## config.mk

```make
export PLATFORM = sky130hd
export DESIGN_NAME = ether_tx_sched
export DESIGN_NICKNAME = d
export VERILOG_FILES = /design/src/rtl/ether_tx_sched.sv
export SDC_FILE = /design/constraint.sdc
export NUM_CORES = 1
export LEC_CHECK = 0
export CELL_PAD_IN_SITES_DETAIL_PLACEMENT = 1
export CELL_PAD_IN_SITES_GLOBAL_PLACEMENT = 1
export CORE_ASPECT_RATIO = 1.4
export CORE_MARGIN = 2
export CORE_UTILIZATION = 42
export DETAILED_ROUTE_END_ITERATION = 6
export GPL_ROUTABILITY_DRIVEN = 0
export PLACE_DENSITY_LB_ADDON = 0.1
export SLEW_MARGIN = 20
export SYNTH_ARGS = -nofsm -noshare
export SYNTH_HDL_FRONTEND = slang
export SYNTH_SLANG_ARGS = --single-unit
```

## constraint.sdc

```tcl
create_clock -name clk -period 3.1 [get_ports clk]
set_clock_uncertainty 0.15 [all_clocks]
set_input_delay 0.62 -clock clk [delete_from_list [all_inputs] [get_ports clk]]
set_output_delay 0.62 -clock clk [all_outputs]
set_load 0.005 [all_outputs]
```

## src/rtl/ether_tx_sched.sv

```systemverilog
// ether_tx_sched: two-requester MII nibble transmitter with preamble/SFD, IFG spacing and error drain.
// Define ETHER_TX_RR_EN for round-robin arbitration; otherwise requester 0 has fixed priority.
module ether_tx_sched #(
  parameter int IFG_NIBBLES = 24,
  parameter int MAX_NIBBLES = 3036,
  parameter int PRE_NIBBLES = 15
) (
  input  logic       clk,
  input  logic       rst,
  input  logic [3:0] s0_axis_tdata,
  input  logic       s0_axis_tvalid,
  input  logic       s0_axis_tlast,
  output logic       s0_axis_tready,
  input  logic [3:0] s1_axis_tdata,
  input  logic       s1_axis_tvalid,
  input  logic       s1_axis_tlast,
  output logic       s1_axis_tready,
  output logic [3:0] ether_txd,
  output logic       ether_txen,
  output logic [1:0] grant,
  output logic       busy,
  output logic       frame_done,
  output logic       err_underrun,
  output logic       err_oversize
);
  typedef enum logic [2:0] {IDLE, PREAMBLE, SFD, PAYLOAD, DRAIN, IFG} state_t;
  state_t state;
  logic owner, win, req_valid, req_last, accept, pre_end;
  logic [3:0] req_data;
  logic [11:0] cnt;
  assign req_valid = owner ? s1_axis_tvalid : s0_axis_tvalid;
  assign req_last = owner ? s1_axis_tlast : s0_axis_tlast;
  assign req_data = owner ? s1_axis_tdata : s0_axis_tdata;
  // the SFD cycle already accepts the first nibble so payload follows the SFD without a gap
  assign accept = state == SFD || state == PAYLOAD || state == DRAIN;
  assign s0_axis_tready = accept && !owner;
  assign s1_axis_tready = accept && owner;
  assign busy = state != IDLE;
  assign grant = busy ? (owner ? 2'b10 : 2'b01) : 2'b00;
  assign pre_end = cnt == 12'(PRE_NIBBLES - 1);
`ifdef ETHER_TX_RR_EN
  logic prio;
  assign win = s0_axis_tvalid && s1_axis_tvalid ? prio : s1_axis_tvalid;
  always_ff @(posedge clk or posedge rst)
    if (rst) prio <= 1'b0;
    else if (state == IDLE && (s0_axis_tvalid || s1_axis_tvalid)) prio <= !win;
`else
  assign win = !s0_axis_tvalid;
`endif
  always_ff @(posedge clk or posedge rst)
    if (rst) begin
      state <= IDLE;
      owner <= 1'b0;
      cnt <= '0;
      ether_txd <= 4'h0;
      ether_txen <= 1'b0;
      frame_done <= 1'b0;
      err_underrun <= 1'b0;
      err_oversize <= 1'b0;
    end else begin
      ether_txd <= 4'h0;
      ether_txen <= 1'b0;
      frame_done <= 1'b0;
      err_underrun <= 1'b0;
      err_oversize <= 1'b0;
      case (state)
        IDLE: if (s0_axis_tvalid || s1_axis_tvalid) begin
          state <= PREAMBLE;
          owner <= win;
          cnt <= '0;
          ether_txen <= 1'b1;
          ether_txd <= 4'h5;
        end
        PREAMBLE: begin
          ether_txen <= 1'b1;
          ether_txd <= pre_end ? 4'hd : 4'h5;
          cnt <= pre_end ? '0 : cnt + 12'd1;
          if (pre_end) state <= SFD;
        end
        SFD, PAYLOAD: if (!req_valid) begin
          err_underrun <= 1'b1;
          state <= DRAIN;
        end else begin
          ether_txen <= 1'b1;
          ether_txd <= req_data;
          cnt <= cnt + 12'd1;
          if (req_last) begin
            frame_done <= 1'b1;
            cnt <= '0;
            state <= IFG;
          end else if (cnt == 12'(MAX_NIBBLES - 1)) begin
            err_oversize <= 1'b1;
            state <= DRAIN;
          end else state <= PAYLOAD;
        end
        DRAIN: if (req_valid && req_last) begin
          cnt <= '0;
          state <= IFG;
        end
        IFG: begin
          cnt <= cnt + 12'd1;
          if (cnt == 12'(IFG_NIBBLES - 1)) state <= IDLE;
        end
        default: state <= IDLE;
      endcase
    end
endmodule

```

==> metrics, run 1 <==
FF-to-FF setup slack roughly 0.77 ns; Avg Inst Size Synth ~9.1 sq um; leading area contributor after synthesis dfrtp_1; Fill cells 398; Max Slew Vio Count 0; Required @ worst endpoint ~2.3 ns; cell count after synthesis roughly 160; Antenna diodes 0; YS warnings 0; PortBufs 26; most frequent cells in the layout clkdlybuf4s50_1 (26), dfrtp_1 (24), nand2_1 (16), nor2_1 (14), o21ai_0 (12); maximum clock rate approximately 380 MHz; Syn Nets about 180; status finished clean; GRT overflow 0; synth unique cells 42; DRT iter0 DRCs 23; Placed Area ~1800 sq um; Sink Count 24; Most used DFF post-synth dfrtp_1; Initial DRT Pass Iterations 4; Setup Viol. Count Final 0; post-synthesis sequential area ratio slightly above 40%; Hold WC Path Type reg2reg; maxcap violations 0; cts bufs inserted 3; Final WS setup about 0.46 ns; ys async rst share between 90% and 100%; Avg WL per Cell 17.43 um; Die Area ~4000 sq um; largest net degree at the start of global routing 25; Vias 1,358; share of layout cells above drive strength 1 between 8 and 9%; FF/Latch Area approximately 600 sq um; Critical Path End Type primary output; Starting Density around 44%; CTS Buffer Depth 2; vias in the first global route roughly 1,400; clk root buf clkbuf_8; Tot GR Track Use between 20% and 30%; die width 54.24 um; fin crit share a little under nine tenths; Synth area leaders dfrtp_1 (40%), o21ai_0 (4.0%), nand2_1 (4.0%), nor2_1 (3.5%), o31ai_2 (3.4%); PwrDens ~720 nW/um^2; WS Path Type reg2out; final worst path period need roughly 2.6 ns; multi-input logic area 804.5 sq um; Post-Layout Inst Area around 1800 sq um; Area Overhead vs Synth 22.93%; Worst VDD drop ~0.44 mV; core area approximately 3400 sq um; Sum Neg Setup Slack 0 ns; Skew-Pair Late Insertion Delay roughly 0.27 ns; Syn Std Cell Area about 1500 sq um; # nets final roughly 200; setup bufs post-CTS 0; RSZ-0062 raised after global routing false; initial antenna violation count 0; Cells after DPL 222; H-tree Lvls 1; Worst Path Max Fanout 14; Post-synth EDFFs 0; fin cells roughly 230; slew at the pin closest to its max-slew limit 0.4632 ns; first-pass GRT wire length around 6700 um; Chip Height approximately 74 um; most common cell after layout, fill and taps aside clkdlybuf4s50_1; DRT Wirelength a little under 4000 um; row count 25; CTS tree done; Post-CTS Hold Buffers 0; Routed Antenna Nets 0; Leakage Power 0.7837 nW; CTS resizes 0; clk slew on worst S/H paths 0.09 ns; Vias/cell between 6 and 7; I/O pin total 27; Worst EP arrival between 1.5 and 2 ns; flops & latches, synth 24; startpoint types flip-flop; Synth top area share a little over 40%; worst slack at placement roughly 0.37 ns; post-DP HPWL between 3000 and 4000 um; Hold Fails Final Rpt 0; relative slew slack between 60% and 70%; # DRC 0
==> per-stage QoR <==
stage          hold WS [ns]  power (W)  util (%)
6_report             0.4488   0.001320     54.00
5_1_grt              0.4908   0.001421     54.00
4_1_cts              0.4483   0.001331     54.00
3_5_place_dp         0.4253   0.001053     51.89
3_3_place_gp         0.4225   0.001023     51.89
2_1_floorplan        0.3701  0.0008637         -
==> final cells by class <==
cell class	instances	share of cell area [%]
multi-input combinational	125	44.10
sequential	24	32.92
timing repair buffer	29	15.50
tap	40	2.743
clock buffer	3	2.263
clock inverter	1	1.646
inverter	4	0.8230
==> synthesized netlist by cell type (5+ instances only) <==
library cell and instances:
nand2_1 16, nand3_1 5, nor2b_1 5, o21ai_0 12, a22o_1 5, nand4_1 6
nor2_1 14, and3_1 5, nor3_1 6, dfrtp_1 24, a21oi_1 6
==> power breakdown <==
group,internal [W],switching [W],total [W]
registers,0.000383,0.000115,0.000498
logic,0.000273,0.000271,0.000544
clock network,0.000173,0.000105,0.000278
==> routing by layer <==
metal	GRT usage, %	vias to the layer above	part of all wire [%]
met3	1.807	10	2.4
met2	40.29	27	53
li1	-	644	-
met1	26.50	677	41
met5	0	-	0
met4	11.67	0	3.2
==> sequential cells by signal (all words and copies together), names as in the netlist <==
register and cells:
err_oversize 1, frame_done 1, ether_txen 1, owner 1
state 3, ether_txd 4, cnt 12, err_underrun 1
==> worst max-delay path, stage by stage, from the launching register on <==
cell and delay [ns]:
dfrtp_1 0.54, and2b_1 0.34, a21oi_1 0.08, nor2b_1 0.14
clkdlybuf4s50_1 0.50
==> worst paths after layout <==
path / startpoint / endpoint / cells after the start
min in group asynchronous: rst / cnt[0] / 3
setup reg to reg: cnt[0] / cnt[7] / 7
hold / removal: cnt[0] / cnt[0] / 1
max in group asynchronous: rst / ether_txen / 3
setup / recovery: state[2] / s1_axis_tready / 4
hold reg to reg: cnt[0] / cnt[0] / 1
==> cell families after synthesis <==
family                   count (synthesis)  synth area share, %
multiplexers                             6                4.975
adder cells (fa/ha/maj)                  2                1.686
flip-flops                              24                40.47
AND/OR/NAND/NOR                         75                27.74
AO/OA/AOI/OAI                           42                19.82
buffers and inverters                   14                5.311
No activity file was read; power rests on OpenSTA's default activity.
==> inputs of run 2 (changes only) <==
--- a/config.mk
+++ b/config.mk
@@ -5,6 +5,8 @@
 export SDC_FILE = /design/constraint.sdc
 export NUM_CORES = 1
 export LEC_CHECK = 0
+export ABC_CLOCK_PERIOD_IN_PS = 3100
+export CAP_MARGIN = 25
 export CELL_PAD_IN_SITES_DETAIL_PLACEMENT = 1
 export CELL_PAD_IN_SITES_GLOBAL_PLACEMENT = 1
 export CORE_ASPECT_RATIO = 1.4
==> results of run 2 <==
Same layout as run 1: the final DEF is identical, and so are final timing and power.
==> inputs of run 3 (changes only) <==
--- a/config.mk
+++ b/config.mk
@@ -6,14 +6,13 @@
 export NUM_CORES = 1
 export LEC_CHECK = 0
 export ABC_CLOCK_PERIOD_IN_PS = 3100
-export CAP_MARGIN = 25
+export CAP_MARGIN = 10
 export CELL_PAD_IN_SITES_DETAIL_PLACEMENT = 1
 export CELL_PAD_IN_SITES_GLOBAL_PLACEMENT = 1
 export CORE_ASPECT_RATIO = 1.4
 export CORE_MARGIN = 2
 export CORE_UTILIZATION = 42
 export DETAILED_ROUTE_END_ITERATION = 6
-export GPL_ROUTABILITY_DRIVEN = 0
 export PLACE_DENSITY_LB_ADDON = 0.1
 export SLEW_MARGIN = 20
 export SYNTH_ARGS = -nofsm -noshare
==> results of run 3 <==
Same layout as run 1: the final DEF is identical, and so are final timing and power.
